File: src/rtl/vball_pkg.sv
// Shared types and defaults for the vball ROM port arbiter.
package vball_pkg;

    localparam int unsigned ROM_AW  = 25;
    localparam int unsigned BG_AW   = 19;
    localparam int unsigned PCM_AW  = 18;
    localparam int unsigned DATA_W  = 8;

    localparam logic [ROM_AW-1:0] DEF_BG_BASE  = 25'h100000;
    localparam logic [ROM_AW-1:0] DEF_PCM_BASE = 25'h180000;

    typedef enum logic [1:0] {
        ST_IDLE  = 2'd0,
        ST_ISSUE = 2'd1,
        ST_WAIT  = 2'd2
    } arb_state_e;

    typedef enum logic {
        OWN_BG  = 1'b0,
        OWN_PCM = 1'b1
    } owner_e;

    // Region base plus zero-extended offset, wrapping at the ROM address width.
    function automatic logic [ROM_AW-1:0] map_addr(input logic [ROM_AW-1:0] base,
                                                   input logic [ROM_AW-1:0] offset);
        return base + offset;
    endfunction

endpackage

File: src/rtl/rom_req_slot.sv
// Per-requester state: pending request, address latch, one-entry hit register, data/ready outputs.
module rom_req_slot
    import vball_pkg::*;
#(
    parameter int unsigned AW = 19
) (
    input  logic              clk_sys,
    input  logic              reset_n,
    input  logic              req_read,
    input  logic [AW-1:0]     req_addr,
    input  logic              pend_clr,
    input  logic              hit_ack,
    input  logic              fill_en,
    input  logic [AW-1:0]     fill_addr,
    input  logic              deliver_en,
    input  logic [DATA_W-1:0] deliver_data,
    input  logic              inval,
    output logic              pend,
    output logic [AW-1:0]     addr,
    output logic              hit_c,
    output logic [DATA_W-1:0] data,
    output logic              rdy
);

    logic [AW-1:0] haddr;
    logic          hv;

    assign hit_c = pend && hv && (addr == haddr);

    always_ff @(posedge clk_sys or negedge reset_n) begin
        if (!reset_n) begin
            pend  <= 1'b0;
            addr  <= '0;
            haddr <= '0;
            hv    <= 1'b0;
            data  <= '0;
            rdy   <= 1'b0;
        end else begin
            // A new request wins over a clear in the same cycle.
            if (req_read) begin
                pend <= 1'b1;
                addr <= req_addr;
            end else if (pend_clr) begin
                pend <= 1'b0;
            end

            if (inval) begin
                hv <= 1'b0;
            end else if (fill_en) begin
                hv    <= 1'b1;
                haddr <= fill_addr;
            end

            if (deliver_en) begin
                data <= deliver_data;
            end
            rdy <= hit_ack | deliver_en;
        end
    end

endmodule

File: src/rtl/vball_rom_arbiter.sv
// Shares the external ROM read port between the BG tile fetcher (priority) and the PCM fetcher,
// with PCM anti-starvation, per-requester hit registers and a WAIT timeout.
module vball_rom_arbiter
    import vball_pkg::*;
#(
    parameter logic [ROM_AW-1:0] BG_BASE     = DEF_BG_BASE,
    parameter logic [ROM_AW-1:0] PCM_BASE    = DEF_PCM_BASE,
    parameter int unsigned       PCM_MAXWAIT = 4,
    parameter int unsigned       TIMEOUT     = 255
) (
    input  logic              clk_sys,
    input  logic              reset_n,
    input  logic              bg_read,
    input  logic [BG_AW-1:0]  bg_addr,
    output logic [DATA_W-1:0] bg_data,
    output logic              bg_rdy,
    input  logic              pcm_read,
    input  logic [PCM_AW-1:0] pcm_addr,
    output logic [DATA_W-1:0] pcm_data,
    output logic              pcm_rdy,
    output logic              mem_rd,
    output logic [ROM_AW-1:0] mem_addr,
    input  logic [DATA_W-1:0] mem_dout,
    input  logic              mem_rdy,
    output logic              timeout
);

    localparam int unsigned STARVE_W = (PCM_MAXWAIT > 0) ? $clog2(PCM_MAXWAIT + 1) : 1;
    localparam int unsigned TMO_W    = (TIMEOUT > 1) ? $clog2(TIMEOUT) : 1;
    localparam logic [STARVE_W-1:0] MAXWAIT_V  = STARVE_W'(PCM_MAXWAIT);
    localparam logic [STARVE_W-1:0] STARVE_MAX = '1;
    localparam logic [TMO_W-1:0]    TMO_LAST   = TMO_W'(TIMEOUT - 1);

    arb_state_e           state, state_nxt;
    owner_e               owner, owner_nxt;
    logic [BG_AW-1:0]     fetch_addr, fetch_addr_nxt;
    logic [STARVE_W-1:0]  starve, starve_nxt;
    logic [TMO_W-1:0]     wait_cnt, wait_cnt_nxt;
    logic                 mem_rd_nxt;
    logic [ROM_AW-1:0]    mem_addr_nxt;
    logic                 timeout_nxt;

    logic                 bg_pend, pcm_pend, bg_hit, pcm_hit;
    logic [BG_AW-1:0]     bg_addr_q;
    logic [PCM_AW-1:0]    pcm_addr_q;
    logic                 bg_clr, pcm_clr, bg_hit_ack, pcm_hit_ack;
    logic                 fill_en, deliver, inval;
    logic [DATA_W-1:0]    deliver_data;
    logic                 owner_pend;

    assign owner_pend = (owner == OWN_BG) ? bg_pend : pcm_pend;

    rom_req_slot #(.AW(BG_AW)) u_bg_slot (
        .clk_sys      (clk_sys),
        .reset_n      (reset_n),
        .req_read     (bg_read),
        .req_addr     (bg_addr),
        .pend_clr     (bg_clr),
        .hit_ack      (bg_hit_ack),
        .fill_en      (fill_en && (owner == OWN_BG)),
        .fill_addr    (fetch_addr),
        .deliver_en   (deliver && (owner == OWN_BG)),
        .deliver_data (deliver_data),
        .inval        (inval && (owner == OWN_BG)),
        .pend         (bg_pend),
        .addr         (bg_addr_q),
        .hit_c        (bg_hit),
        .data         (bg_data),
        .rdy          (bg_rdy)
    );

    rom_req_slot #(.AW(PCM_AW)) u_pcm_slot (
        .clk_sys      (clk_sys),
        .reset_n      (reset_n),
        .req_read     (pcm_read),
        .req_addr     (pcm_addr),
        .pend_clr     (pcm_clr),
        .hit_ack      (pcm_hit_ack),
        .fill_en      (fill_en && (owner == OWN_PCM)),
        .fill_addr    (PCM_AW'(fetch_addr)),
        .deliver_en   (deliver && (owner == OWN_PCM)),
        .deliver_data (deliver_data),
        .inval        (inval && (owner == OWN_PCM)),
        .pend         (pcm_pend),
        .addr         (pcm_addr_q),
        .hit_c        (pcm_hit),
        .data         (pcm_data),
        .rdy          (pcm_rdy)
    );

    // State and registered outputs.
    always_ff @(posedge clk_sys or negedge reset_n) begin
        if (!reset_n) begin
            state      <= ST_IDLE;
            owner      <= OWN_BG;
            fetch_addr <= '0;
            starve     <= '0;
            wait_cnt   <= '0;
            mem_rd     <= 1'b0;
            mem_addr   <= '0;
            timeout    <= 1'b0;
        end else begin
            state      <= state_nxt;
            owner      <= owner_nxt;
            fetch_addr <= fetch_addr_nxt;
            starve     <= starve_nxt;
            wait_cnt   <= wait_cnt_nxt;
            mem_rd     <= mem_rd_nxt;
            mem_addr   <= mem_addr_nxt;
            timeout    <= timeout_nxt;
        end
    end

    // Arbitration, issue and completion.
    always_comb begin
        state_nxt      = state;
        owner_nxt      = owner;
        fetch_addr_nxt = fetch_addr;
        starve_nxt     = starve;
        wait_cnt_nxt   = wait_cnt;
        mem_rd_nxt     = 1'b0;
        mem_addr_nxt   = mem_addr;
        timeout_nxt    = timeout;
        bg_clr         = 1'b0;
        pcm_clr        = 1'b0;
        bg_hit_ack     = 1'b0;
        pcm_hit_ack    = 1'b0;
        fill_en        = 1'b0;
        deliver        = 1'b0;
        deliver_data   = mem_dout;
        inval          = 1'b0;

        if (!pcm_pend) begin
            starve_nxt = '0;
        end

        case (state)
            ST_IDLE: begin
                if (bg_hit) begin
                    bg_clr     = 1'b1;
                    bg_hit_ack = 1'b1;
                end else if (pcm_hit) begin
                    pcm_clr     = 1'b1;
                    pcm_hit_ack = 1'b1;
                end else if (bg_pend || pcm_pend) begin
                    if (pcm_pend && (!bg_pend || (starve >= MAXWAIT_V))) begin
                        owner_nxt      = OWN_PCM;
                        pcm_clr        = 1'b1;
                        fetch_addr_nxt = BG_AW'(pcm_addr_q);
                        mem_addr_nxt   = map_addr(PCM_BASE, ROM_AW'(pcm_addr_q));
                        starve_nxt     = '0;
                    end else begin
                        owner_nxt      = OWN_BG;
                        bg_clr         = 1'b1;
                        fetch_addr_nxt = bg_addr_q;
                        mem_addr_nxt   = map_addr(BG_BASE, ROM_AW'(bg_addr_q));
                        if (pcm_pend && (starve != STARVE_MAX)) begin
                            starve_nxt = starve + STARVE_W'(1);
                        end
                    end
                    mem_rd_nxt = 1'b1;
                    state_nxt  = ST_ISSUE;
                end
            end
            ST_ISSUE: begin
                wait_cnt_nxt = '0;
                state_nxt    = ST_WAIT;
            end
            ST_WAIT: begin
                if (mem_rdy) begin
                    // A newer request from the owner makes this result stale for delivery.
                    fill_en   = 1'b1;
                    deliver   = !owner_pend;
                    state_nxt = ST_IDLE;
                end else if (wait_cnt == TMO_LAST) begin
                    deliver      = 1'b1;
                    deliver_data = {DATA_W{1'b1}};
                    inval        = 1'b1;
                    timeout_nxt  = 1'b1;
                    state_nxt    = ST_IDLE;
                end else begin
                    wait_cnt_nxt = wait_cnt + TMO_W'(1);
                end
            end
            default: begin
                state_nxt = ST_IDLE;
            end
        endcase
    end

endmodule

File: config.mk
export PLATFORM = sky130hd
export DESIGN_NAME = vball_rom_arbiter
export DESIGN_NICKNAME = d
export VERILOG_FILES = /design/src/rtl/vball_pkg.sv /design/src/rtl/rom_req_slot.sv /design/src/rtl/vball_rom_arbiter.sv
export SDC_FILE = /design/constraint.sdc
export NUM_CORES = 1
export LEC_CHECK = 0
export CELL_PAD_IN_SITES_DETAIL_PLACEMENT = 0
export CELL_PAD_IN_SITES_GLOBAL_PLACEMENT = 1
export CORE_MARGIN = 3
export CORE_UTILIZATION = 35
export DETAILED_ROUTE_END_ITERATION = 12
export DONT_BUFFER_PORTS = 1
export HOLD_SLACK_MARGIN = 0.06
export PLACE_DENSITY_LB_ADDON = 0.1
export SYNTH_ARGS = -nofsm -noshare
export SYNTH_HDL_FRONTEND = slang
export SYNTH_SLANG_ARGS = --single-unit
File: constraint.sdc
create_clock -name clk_sys -period 2.2 [get_ports clk_sys]
set_input_delay 0.33 -clock clk_sys [delete_from_list [all_inputs] [get_ports clk_sys]]
set_output_delay 0.33 -clock clk_sys [all_outputs]
set_load 0.1 [all_outputs]
==> tab_implementation.tex, run 1 <==
\begin{tabular}{lr}
\hline
Metric & Value \\
\hline
\multicolumn{2}{l}{\textbf{Timing}} \\
\quad Final-report max-slew violation count & 0 \\
\quad Share of the cycle needed by the critical path after routing & 97.3\% \\
\quad Final critical path time including I/O delays and setup & about 2.1 ns \\
\quad Final setup vio count & 0 \\
\quad Final Hold Violating Endpoints & around 130 \\
\quad FMAX & 467 MHz \\
\quad Layout Skew & 0.0116 ns \\
\quad Post-Route Hold Slack & -0.381 ns \\
\quad RSZ-0062 raised after global routing & true \\
\quad Remaining max-slew budget at the tightest pin & approximately a third \\
\quad Worst slew pin tran & just over 1 ns \\
\multicolumn{2}{l}{\textbf{Synth}} \\
\quad Synth Area per Inst & 12.9 um2 \\
\quad Number of warning messages in the yosys log & 0 \\
\quad Fraction of the yosys area taken by sequential cells & a little under three fifths \\
\quad Number of different library cells in the post-synthesis netlist & 41 \\
\quad Cell count after synthesis & 457 \\
\quad Cell area after synthesis & 5910 um2 \\
\quad Flip-flop and latch count after synthesis & 132 \\
\multicolumn{2}{l}{\textbf{Clock network}} \\
\quad Clock transition at path regs & 0.06 ns \\
\quad Number of buffers inserted during clock tree synthesis & 17 \\
\quad Count of H-tree levels built during CTS & 4 \\
\quad Clk Latency, worst-skew pair & 0.41 ns \\
\quad Clk buf depth & 2 \\
\quad CTS tree & yes \\
\quad Number of sinks driven by the clock tree & 132 \\
\quad Root buf cell & clkbuf\_16 \\
\multicolumn{2}{l}{\textbf{GRT}} \\
\quad Residual overflow from global routing & 0 \\
\quad Global-route wire length before repair & 22100 um \\
\quad Largest net degree at the start of global routing & 133 \\
\quad Antenna violations before repair & 0 \\
\quad All-layer global routing usage & 16.0\% \\
\quad Vias in the first global route & 3948 \\
\multicolumn{2}{l}{\textbf{Finish}} \\
\quad Most common library cell in the layout ignoring fill and taps & dfrtp\_1 \\
\quad Storage element area & 3300 um2 \\
\quad Share of layout cells above drive strength 1 & 37.3\% \\
\quad Footprint of the multi-input gates & roughly 2500 um2 \\
\quad Post-Route Utilization & 46.8\% \\
\quad Number of fill cells & 1509 \\
\quad Most frequent cells in the layout & 132 x dfrtp\_1, 93 x mux2\_2, 46 x buf\_4 \\
\quad Number of diodes added for antenna fixing & 0 \\
\quad Area of all placed cells without fillers & roughly 7600 um2 \\
\quad Number of nets in the layout & 602 \\
\quad Area added between synthesis and finish & 28.5\% \\
\multicolumn{2}{l}{\textbf{Die}} \\
\quad Overall die width & between 100 and 150 um \\
\quad Boundary pin count & 95 \\
\quad Std-Cell Core Area & approximately 16000 um2 \\
\quad Effective utilization at floorplan & 36.4\% \\
\quad Vertical die dimension & 136 um \\
\quad Area of the die & roughly 18000 um2 \\
\quad Site Rows & 46 \\
\multicolumn{2}{l}{\textbf{Place}} \\
\quad Port-buffer cells & 0 \\
\quad Routability-driven placement congestion ratio & 0.801 \\
\quad Cell Area, Placed & 6450 um2 \\
\quad Placed wire-length estimate & $\sim$9000 um \\
\multicolumn{2}{l}{\textbf{Detailed routing}} \\
\quad Detailed-router iteration count before antenna repair & 4 \\
\quad Post-detailed-route DRC marker count & 0 \\
\quad Initial drt markers & 114 \\
\quad Vias & between 3000 and 4000 \\
\quad Count of nets left with antenna violations after detail routing & 0 \\
\quad Ratio of routed vias to standard cells & 4.83 \\
\quad Final Routed Wirelength & 14100 um \\
\quad Wire length per cell & 18.2 um \\
\multicolumn{2}{l}{\textbf{Setup path}} \\
\quad Nature of the critical path startpoint & flop \\
\quad Endpoint class of the critical path & flop \\
\quad WS Path Type & flop to flop \\
\quad Required time at the worst-slack endpoint & 2.49 ns \\
\quad Arrival @ worst endpoint & 2.43 ns \\
\quad Setup slack of the worst register-to-register path & 0.06 ns \\
\quad Largest fanout of any net on the critical path & 13 \\
\multicolumn{2}{l}{\textbf{Min path}} \\
\quad Type of the worst min-delay path & primary input to async pin \\
\multicolumn{2}{l}{\textbf{Power and ir drop}} \\
\quad Static leakage & 3.41 nW \\
\quad Maximum VDD drop & 0.000849 V \\
\quad Power Density & $\sim$1600 nW/um2 \\
\multicolumn{2}{l}{\textbf{Status}} \\
\quad Failing checks & hold timing \\
\quad Outcome & finished with violations \\
\multicolumn{2}{l}{\textbf{Flow run}} \\
\quad Number of max-cap violations & 0 \\
\hline
\end{tabular}
==> registers in the layout (all words and copies together), names as in the netlist <==
signal and cells:
u_bg_slot.addr 19, u_bg_slot.rdy 1, u_pcm_slot.haddr 18, u_bg_slot.pend 1
u_pcm_slot.rdy 1, u_pcm_slot.hv 1, fetch_addr 18, u_pcm_slot.data 8
u_bg_slot.haddr 19, mem_rd 1, wait_cnt 8, u_bg_slot.data 8
starve 3, u_pcm_slot.addr 18, mem_addr 3, state 2
u_bg_slot.hv 1, u_pcm_slot.pend 1, timeout 1
==> area by class of cell <==
class	count	share of cell area (%)
sequential	132	43.5
timing repair buffer	90	10.6
clock inverter	11	2.60
tap	216	3.56
inverter	7	0.346
multi-input combinational	300	33.2
clock buffer	20	6.15
==> per-stage QoR <==
| stage | total power [mW] | worst slack, ns | setup TNS (ns) | cells |
|---|---|---|---|---|
| finish | 12.5 | 0.0600 | 0 | 776 |
| global route | 13.1 | -0.0366 | -0.474 | 776 |
| CTS | 12.6 | 0.0225 | 0 | 773 |
| detailed placement | 9.28 | -0.00378 | -0.00504 | 703 |
| global placement | 9.22 | 0.0261 | 0 | 703 |
| floorplan | 8.20 | 0.223 | 0 | 460 |
==> per-layer routing <==
metal | wire (um) | GRT usage, % | vias up
met5 | 0 | 0 | -
li1 | - | - | 1767
met4 | 289 | 5.82 | 0
met2 | 6880 | 25.9 | 86
met3 | 720 | 5.18 | 19
met1 | 6210 | 20.1 | 1874
==> synth_stat cells, drive strengths merged <==
cell	count	area share [%]
conb	1	0.063
mux2	110	22
xor2	33	4.9
nor3b	1	0.13
nor2	16	1.1
clkbuf	10	0.64
or2	4	0.42
nand2b	4	0.42
buf	11	1.5
dfrtp	132	56
and3	5	0.53
o31ai	3	0.38
inv	7	0.44
or3b	1	0.15
o21a	2	0.25
nand4	3	0.32
xnor2	7	1.0
a31oi	1	0.11
o21ai	26	2.2
ha	4	0.85
and2	1	0.11
or4	2	0.32
a21bo	2	0.34
o211ai	1	0.13
o22ai	3	0.42
nor3	4	0.34
a21o	2	0.25
nor4	7	0.74
nand2	37	2.4
nand3	10	0.85
mux2i	1	0.17
a31o	1	0.15
nor2b	5	0.53
==> kinds of logic after synthesis <==
logic type	after synthesis	synth area share (%)
flops	132	55.9
mux	111	22.2
simple gates	100	8.26
compound gates	41	4.23
xor+xnor	40	5.93
buf+inv	28	2.56
fa+ha+maj	4	0.847
other cells	1	0.0635
==> worst paths after layout <==
path / from / endpoint / cells past startpoint
worst max-delay path: u_bg_slot.haddr[18] / fetch_addr[9] / 7
worst min-delay path: reset_n / wait_cnt[3] / 0
worst max register to register: u_bg_slot.haddr[18] / fetch_addr[9] / 7
worst min register to register: u_bg_slot.data[3] / u_bg_slot.data[3] / 2
max in group asynchronous: reset_n / starve[2] / 0
min in group clk_sys: pcm_read / u_pcm_slot.addr[4] / 1
==> where the power goes <==
group	internal (mW)	leakage, nW	total (mW)	switching (mW)
logic	1.84	1.47	4.29	2.44
registers	3.21	1.61	5.04	1.83
clock network	2.11	0.323	3.16	1.06
==> critical path, cell delays in order, from the launching register on <==
cell and delay [ns]:
dfrtp_1 0.41, xnor2_2 0.23, nand4_1 0.13, or4_4 0.45, o22ai_2 0.22, nor2_2 0.10
buf_12 0.19, mux2_4 0.29
==> what timing repair did <==
action | 4_1_cts | 5_1_grt
hold buffers | 39 | 2
pin swaps | 0 | 4
resized for setup | 2 | 7
setup buffers | 0 | 1
endpoints found under the setup margin | 5 | 22
hold endpoints to repair | 170 | 134
(Power assumes the default switching activity.)
==> inputs of run 2 (changes only) <==
--- a/config.mk
+++ b/config.mk
@@ -8,7 +8,7 @@
 export CELL_PAD_IN_SITES_DETAIL_PLACEMENT = 0
 export CELL_PAD_IN_SITES_GLOBAL_PLACEMENT = 1
 export CORE_MARGIN = 3
-export CORE_UTILIZATION = 35
+export CORE_UTILIZATION = 40
 export DETAILED_ROUTE_END_ITERATION = 12
 export DONT_BUFFER_PORTS = 1
 export HOLD_SLACK_MARGIN = 0.06
==> tab_implementation.tex, run 2 (synthesis gave the netlist of run 1 again) <==
\begin{tabular}{lr}
\hline
Metric & Value \\
\hline
\multicolumn{2}{l}{\textbf{Timing}} \\
\quad Setup total negative slack & 0 ns \\
\quad Remaining max-slew budget at the tightest pin & 23.6\% \\
\quad Final Hold Violating Endpoints & 132 \\
\quad Final critical path time including I/O delays and setup & 2.14 ns \\
\quad Post-Route Hold Slack & -0.395 ns \\
\quad Worst slew pin tran & 1.14 ns \\
\quad Final-report max-slew violation count & 0 \\
\quad Final setup vio count & 0 \\
\quad Layout Skew & 0.00766 ns \\
\quad Share of the cycle needed by the critical path after routing & 97.2\% \\
\quad FMAX & around 470 MHz \\
\quad RSZ-0062 raised after global routing & true \\
\multicolumn{2}{l}{\textbf{Setup path}} \\
\quad Setup slack of the worst register-to-register path & roughly 0.061 ns \\
\quad WS Path Type & flop to flop \\
\quad Endpoint class of the critical path & flop \\
\quad Nature of the critical path startpoint & flop \\
\quad FF-to-FF Start & u\_pcm\_slot.addr[11] \\
\quad Critical Path End & fetch\_addr[6] \\
\quad Arrival @ worst endpoint & 2.44 ns \\
\quad Required time at the worst-slack endpoint & 2.50 ns \\
\quad Worst-path cell chain & xor2\_1 -> nor4\_2 -> buf\_4 -> nand4\_1 -> o22ai\_2 -> nor2\_2 -> buf\_12 -> mux2\_4 \\
\quad Largest fanout of any net on the critical path & 16 \\
\quad Terminus of the critical flop-to-flop path & fetch\_addr[6] \\
\quad Crit. Startpoint & u\_pcm\_slot.addr[11] \\
\quad Worst path slowest cell & dfrtp\_1 \\
\quad Maximum single-stage delay on the critical path & 0.39 ns \\
\quad Depth of the most critical reg-to-reg path & 8 \\
\multicolumn{2}{l}{\textbf{Detailed routing}} \\
\quad Wire length per cell & 18.3 um \\
\quad Post-detailed-route DRC marker count & 0 \\
\quad Initial drt markers & 160 \\
\quad Detailed-router iteration count before antenna repair & 4 \\
\quad Count of nets left with antenna violations after detail routing & 0 \\
\quad Vias & roughly 3700 \\
\quad Ratio of routed vias to standard cells & 5.03 \\
\quad Final Routed Wirelength & 13500 um \\
\multicolumn{2}{l}{\textbf{Power and ir drop}} \\
\quad Static leakage & 3.34 nW \\
\quad Share of total power in sequential cells & about two fifths \\
\quad Switching portion of total power & 43.5\% \\
\quad Switching power & roughly 5.3 mW \\
\quad Share of total power in the clock network & between 20 and 25\% \\
\quad Power Density & between 1500 and 2000 nW/um2 \\
\quad Internal portion of total power & 6.89 mW \\
\quad Combinational power share & 34.9\% \\
\quad Maximum VDD drop & 0.000808 V \\
\quad Overall power & 12.2 mW \\
\multicolumn{2}{l}{\textbf{Finish}} \\
\quad Footprint of the multi-input gates & roughly 2500 um2 \\
\quad Share of layout cells above drive strength 1 & 36.3\% \\
\quad Storage element area & 3300 um2 \\
\quad Number of nets in the layout & between 500 and 600 \\
\quad Number of fill cells & approximately 1300 \\
\quad Registers with the most flip-flops & u\_bg\_slot.addr (19), u\_bg\_slot.haddr (19) \\
\quad Post-Route Utilization & 52.6\% \\
\quad Count of placed standard cells in the final layout, fillers left out & 735 \\
\quad Area added between synthesis and finish & 25.8\% \\
\quad Most frequent cells in the layout & 132 x dfrtp\_1, 93 x mux2\_2, 41 x dlygate4sd3\_1 \\
\quad Most common library cell in the layout ignoring fill and taps & dfrtp\_1 \\
\multicolumn{2}{l}{\textbf{Die}} \\
\quad Std-Cell Core Area & roughly 14000 um2 \\
\quad Overall die width & 128 um \\
\quad Boundary pin count & 95 \\
\quad Site Rows & 43 \\
\quad Area of the die & approximately 16000 um2 \\
\quad Vertical die dimension & approximately 130 um \\
\quad Effective utilization at floorplan & 41.8\% \\
\multicolumn{2}{l}{\textbf{GRT}} \\
\quad Residual overflow from global routing & 0 \\
\quad Antenna violations before repair & 1 \\
\quad Vias in the first global route & 3967 \\
\quad Global-route wire length before repair & 21600 um \\
\quad All-layer global routing usage & 17.4\% \\
\quad Largest net degree at the start of global routing & $\sim$130 \\
\multicolumn{2}{l}{\textbf{Clock network}} \\
\quad Clk Latency, worst-skew pair & 0.42 ns \\
\quad Clock transition at path regs & 0.06 ns \\
\quad Count of H-tree levels built during CTS & 4 \\
\quad Number of sinks driven by the clock tree & 132 \\
\quad CTS tree & yes \\
\quad Clk buf depth & 2 \\
\quad Number of hold buffers added after cts & 41 \\
\quad Number of buffers inserted during clock tree synthesis & 17 \\
\quad Root buf cell & clkbuf\_16 \\
\multicolumn{2}{l}{\textbf{Place}} \\
\quad Port-buffer cells & 0 \\
\quad Routability-driven placement congestion ratio & around 0.73 \\
\quad Count of placed standard cells including taps & 660 \\
\quad Placed wire-length estimate & 8800 um \\
\multicolumn{2}{l}{\textbf{Flow run}} \\
\quad Number of max-cap violations & 0 \\
\multicolumn{2}{l}{\textbf{Min path}} \\
\quad Type of the worst min-delay path & primary input to async pin \\
\multicolumn{2}{l}{\textbf{Status}} \\
\quad Failing checks & hold timing \\
\quad Outcome & finished with violations \\
\hline
\end{tabular}
run 2: cell count changes in the layout (fill, tap and decap cells not counted), moves of 2 or more:
| cell | change |
|---|---|
| xor2_2 | -2 |
| bufinv_16 | -2 |
| buf_4 | -6 |
| xor2_1 | +2 |
| clkinv_4 | -2 |
| clkinvlp_4 | +3 |
run 2: area by class of cell:
type	count	area share, %
Inverter	7	0.353
Tap cell	180	3.03
Clock buffer	21	6.33
Sequential cell	132	44.4
Antenna cell	1	0.0337
Timing Repair Buffer	83	10.1
Multi-Input combinational cell	300	33.8
Clock inverter	11	1.99
run 2: metrics by stage:
| stage | cell area, um2 | setup WS [ns] |
|---|---|---|
| 6_report | 7440 | 0.0614 |
| 3_3_place_gp | 6350 | 0.00590 |
| 4_1_cts | 7400 | 0.0423 |
| 3_5_place_dp | 6350 | -0.0138 |
| 2_1_floorplan | 5920 | 0.223 |
| 5_1_grt | 7440 | -0.0847 |
run 2: per-layer routing:
metal / vias up / track usage (%) / wire [um]
met3: 19 / 6.31 / 793
met4: 0 / 6.06 / 212
li1: 1754 / - / -
met5: - / 0 / 0
met1: 1845 / 20.6 / 5540
met2: 81 / 29.3 / 6920
run 2: critical path: cells and delay by family (launching register included):
family	cells	cell delay [ns]
AND/OR/NAND/NOR	3	0.59
flip-flops	1	0.39
buffers and inverters	2	0.36
multiplexers	1	0.30
AO/OA/AOI/OAI	1	0.19
XOR/XNOR	1	0.18
run 2: timing repair:
| action | CTS | global route |
|---|---|---|
| resized for setup | 3 | 4 |
| pin swaps | 0 | 1 |
| endpoints found under the hold margin | 171 | 132 |
| cloned | 0 | 0 |
| buffers inserted | 0 | 1 |
| endpoints found under the setup margin | 20 | 23 |
run 2: worst min-delay path by stage:
stage / startpoint / to / slack (ns) / cells past startpoint
CTS: reset_n / wait_cnt[5] / -0.41 / 0
global placement: reset_n / wait_cnt[4] / 0.04 / 0
floorplan: reset_n / fetch_addr[0] / 0.03 / 0
detailed placement: reset_n / wait_cnt[5] / 0.04 / 0
global route: reset_n / wait_cnt[5] / -0.42 / 0
finish: reset_n / wait_cnt[4] / -0.39 / 0
run 2: power by group through the flow:
stage,combinational (mW),clock [mW],sequential [mW]
5_1_grt,4.54,3.12,5.13
4_1_cts,4.27,3.01,5.02
2_1_floorplan,2.22,0,5.98
6_report,4.25,2.94,5.01
3_3_place_gp,4.10,0,5.03
3_5_place_dp,4.16,0,5.06
==> inputs of run 3 (changes only) <==
--- a/config.mk
+++ b/config.mk
@@ -15,4 +15,5 @@
 export PLACE_DENSITY_LB_ADDON = 0.1
 export SYNTH_ARGS = -nofsm -noshare
 export SYNTH_HDL_FRONTEND = slang
+export SYNTH_HIERARCHICAL = 1
 export SYNTH_SLANG_ARGS = --single-unit
==> tab_implementation.tex, run 3 <==
\begin{tabular}{lr}
\hline
Metric & Value \\
\hline
\multicolumn{2}{l}{\textbf{Setup path}} \\
\quad Worst-path cell chain & xor2\_2 -> nor4\_2 -> nand4\_1 -> nor4\_2 -> buf\_4 -> buf\_6 -> a21oi\_2 -> nor4\_1 -> inv\_1 -> a21o\_1 \\
\quad Nature of the critical path startpoint & flop \\
\quad Most used cell, CP & nor4\_2 \\
\quad WS Path Type & flop to flop \\
\quad Required time at the worst-slack endpoint & 2.50 ns \\
\quad Maximum single-stage delay on the critical path & 0.43 ns \\
\quad Arrival @ worst endpoint & around 2.4 ns \\
\quad Largest fanout of any net on the critical path & 3 \\
\quad Depth of the most critical reg-to-reg path & 10 \\
\quad Worst path slowest cell & dfrtp\_1 \\
\quad Endpoint class of the critical path & flop \\
\multicolumn{2}{l}{\textbf{Finish}} \\
\quad Count of placed standard cells in the final layout, fillers left out & around 760 \\
\quad Number of fill cells & 1312 \\
\quad Most common library cell in the layout ignoring fill and taps & dfrtp\_1 \\
\quad Registers with the most flip-flops & u\_bg\_slot/addr (19), u\_bg\_slot/haddr (19) \\
\quad Most frequent cells in the layout & 132 x dfrtp\_1, 90 x mux2\_2, 43 x buf\_4 \\
\quad Number of nets in the layout & 616 \\
\quad Area added between synthesis and finish & 24.9\% \\
\quad Number of diodes added for antenna fixing & 0 \\
\quad Area of all placed cells without fillers & 7560 um2 \\
\quad Share of layout cells above drive strength 1 & 34.8\% \\
\multicolumn{2}{l}{\textbf{Detailed routing}} \\
\quad Detailed-router iteration count before antenna repair & 4 \\
\quad Wire length per cell & just under 20 um \\
\quad Count of nets left with antenna violations after detail routing & 0 \\
\quad Initial drt markers & 215 \\
\quad Final Routed Wirelength & approximately 15000 um \\
\quad Ratio of routed vias to standard cells & 5.28 \\
\quad Post-detailed-route DRC marker count & 0 \\
\quad Vias & around 4000 \\
\multicolumn{2}{l}{\textbf{Die}} \\
\quad Overall die width & 129 um \\
\quad Boundary pin count & 95 \\
\quad Area of the die & 16600 um2 \\
\quad Effective utilization at floorplan & 41.3\% \\
\quad Std-Cell Core Area & 14600 um2 \\
\quad Vertical die dimension & roughly 130 um \\
\quad Site Rows & 44 \\
\multicolumn{2}{l}{\textbf{Synth}} \\
\quad Async SR Flop Fraction & 100\% \\
\quad Cell count after synthesis & 490 \\
\quad Number of different library cells in the post-synthesis netlist & 49 \\
\quad Most numerous cell in the Yosys netlist & dfrtp\_1 \\
\quad EDFF count, synth & 0 \\
\quad Number of warning messages in the yosys log & 6 \\
\quad Top cells by instance count after synthesis & 132 x dfrtp\_1, 90 x mux2\_2, 22 x a21oi\_1 \\
\quad Primary FF master, synth & dfrtp\_1 \\
\quad Top cells by area in the synthesized netlist & dfrtp\_1 55\%, mux2\_2 17\%, xor2\_1 2.9\% \\
\quad Fraction of the yosys area taken by sequential cells & 54.6\% \\
\quad Cell area after synthesis & roughly 6000 um2 \\
\quad Flip-flop and latch count after synthesis & 132 \\
\quad Leading area contributor after synthesis & dfrtp\_1 \\
\quad Area share of the largest cell type after synthesis & 54.6\% \\
\quad Synth Area per Inst & $\sim$12 um2 \\
\multicolumn{2}{l}{\textbf{Place}} \\
\quad Worst setup slack after placement & -0.0392 ns \\
\quad Port-buffer cells & 0 \\
\quad Routability-driven placement congestion ratio & 0.808 \\
\quad Cell Area, Placed & 6460 um2 \\
\quad Placed wire-length estimate & 10400 um \\
\quad Count of placed standard cells including taps & approximately 690 \\
\multicolumn{2}{l}{\textbf{Clock network}} \\
\quad Number of sinks driven by the clock tree & 132 \\
\quad Clock transition at path regs & 0.06 ns \\
\quad CTS tree & yes \\
\quad Root buf cell & clkbuf\_16 \\
\quad Count of H-tree levels built during CTS & 4 \\
\quad Number of buffers inserted during clock tree synthesis & 17 \\
\quad Clk Latency, worst-skew pair & a little over 0.4 ns \\
\quad Clk buf depth & 2 \\
\multicolumn{2}{l}{\textbf{Timing}} \\
\quad Final setup vio count & 0 \\
\quad FMAX & 471 MHz \\
\quad RSZ-0062 raised after global routing & true \\
\quad Final Hold Violating Endpoints & about 130 \\
\quad Final-report max-slew violation count & 0 \\
\quad Post-Route Hold Slack & -0.383 ns \\
\quad Slack of the critical path & approximately 0.077 ns \\
\quad Layout Skew & 0.0102 ns \\
\quad Share of the cycle needed by the critical path after routing & 96.5\% \\
\quad Worst slew pin tran & approximately 0.94 ns \\
\quad Final critical path time including I/O delays and setup & between 2 and 2.5 ns \\
\quad Remaining max-slew budget at the tightest pin & 37.6\% \\
\multicolumn{2}{l}{\textbf{GRT}} \\
\quad Largest net degree at the start of global routing & 133 \\
\quad Residual overflow from global routing & 0 \\
\quad Global-route wire length before repair & 23700 um \\
\quad All-layer global routing usage & a little under a fifth \\
\quad Vias in the first global route & 4214 \\
\quad Antenna violations before repair & 1 \\
\multicolumn{2}{l}{\textbf{Power and ir drop}} \\
\quad Maximum VDD drop & 0.000716 V \\
\quad Power Density & 1650 nW/um2 \\
\quad Static leakage & between 3 and 4 nW \\
\multicolumn{2}{l}{\textbf{Flow run}} \\
\quad Number of max-cap violations & 0 \\
\multicolumn{2}{l}{\textbf{Status}} \\
\quad Outcome & finished with violations \\
\quad Failing checks & hold timing \\
\multicolumn{2}{l}{\textbf{Min path}} \\
\quad Type of the worst min-delay path & primary input to async pin \\
\hline
\end{tabular}
-- run 3: changes by cell type after synthesis, sizes merged, moves of 11 or more --
cell   delta
a21oi    +22
nand2    -21
a31oi    +20
mux2     -20
buf      +13
xor2     -13
nor2     -12
nand3    +11
-- run 3: layout make-up --
type,instances,area [um2],share of cell area [%]
well taps,184,230,3.05
multi-input cells,319,2610,34.5
clock inverters,12,178,2.35
repair buffers,85,767,10.1
clock buffers,20,447,5.91
inverters,7,26.3,0.348
flip-flops and latches,132,3300,43.7
-- run 3: report_power, final --
| part | internal [mW] | total, mW | leakage [nW] | switching [mW] |
|---|---|---|---|---|
| combinational | 1.63 | 4.72 | 1.37 | 3.10 |
| sequential | 3.24 | 4.76 | 1.58 | 1.52 |
| clock | 1.93 | 2.99 | 0.304 | 1.06 |
-- run 3: critical path: cells and delay by family (launching register included) --
kind | cells | cell delay, ns
simple gates | 4 | 0.82
flops | 1 | 0.43
buf+inv | 3 | 0.36
xor+xnor | 1 | 0.21
compound gates | 2 | 0.19
-- run 3: routing by layer --
layer	GRT usage, %	vias to the layer above	share of wire [%]
li1	-	1896	-
met1	24.7	1982	43
met2	30.4	113	49
met3	5.48	14	6.0
met4	6.36	2	1.5
met5	0	-	0.087
-- run 3: repair_timing --
item                       in CTS  in global routing
gates resized for setup         2                 15
hold buffers                   36                  1
setup endpoints to repair      19                 41
buffers inserted                0                  4
pin swaps                       0                  1
hold endpoints to repair      168                134
-- run 3: per-stage QoR --
stage                     util [%]  total power, mW  TNS, ns
after floorplan                  -             8.21        0
after global placement        44.1             9.33  -0.0762
after detailed placement      44.1             9.39   -0.433
after CTS                     50.9             12.5        0
after global routing          51.6             13.1   -0.261
final                         51.6             12.5        0
-- run 3: logic make-up (layout without fill, tap and decap cells) --
family,count (synthesis),after routing,share of synthesized area [%]
DFF,132,132,54.6
and+or+nand+nor,102,102,10.3
muxes,97,97,17.9
AOI/OAI and AO/OA,75,75,7.21
buffers and inverters,42,124,3.76
xor gates and xnor gates,37,37,5.35
adders and majority gates,4,4,0.827
other,1,4,0.0619
-- run 3: final timing paths --
path,startpoint,endpoint,slack (ns)
max in group asynchronous,reset_n,fetch_addr[1],2.30
min in group clk_sys,bg_addr[7],u_bg_slot/addr[7],0.08
setup reg to reg,u_pcm_slot/addr[15],u_pcm_slot/pend,0.08
hold / removal,reset_n,starve[2],-0.38
hold reg to reg,fetch_addr[12],u_bg_slot/haddr[12],0.50
setup / recovery,u_pcm_slot/addr[15],u_pcm_slot/pend,0.08
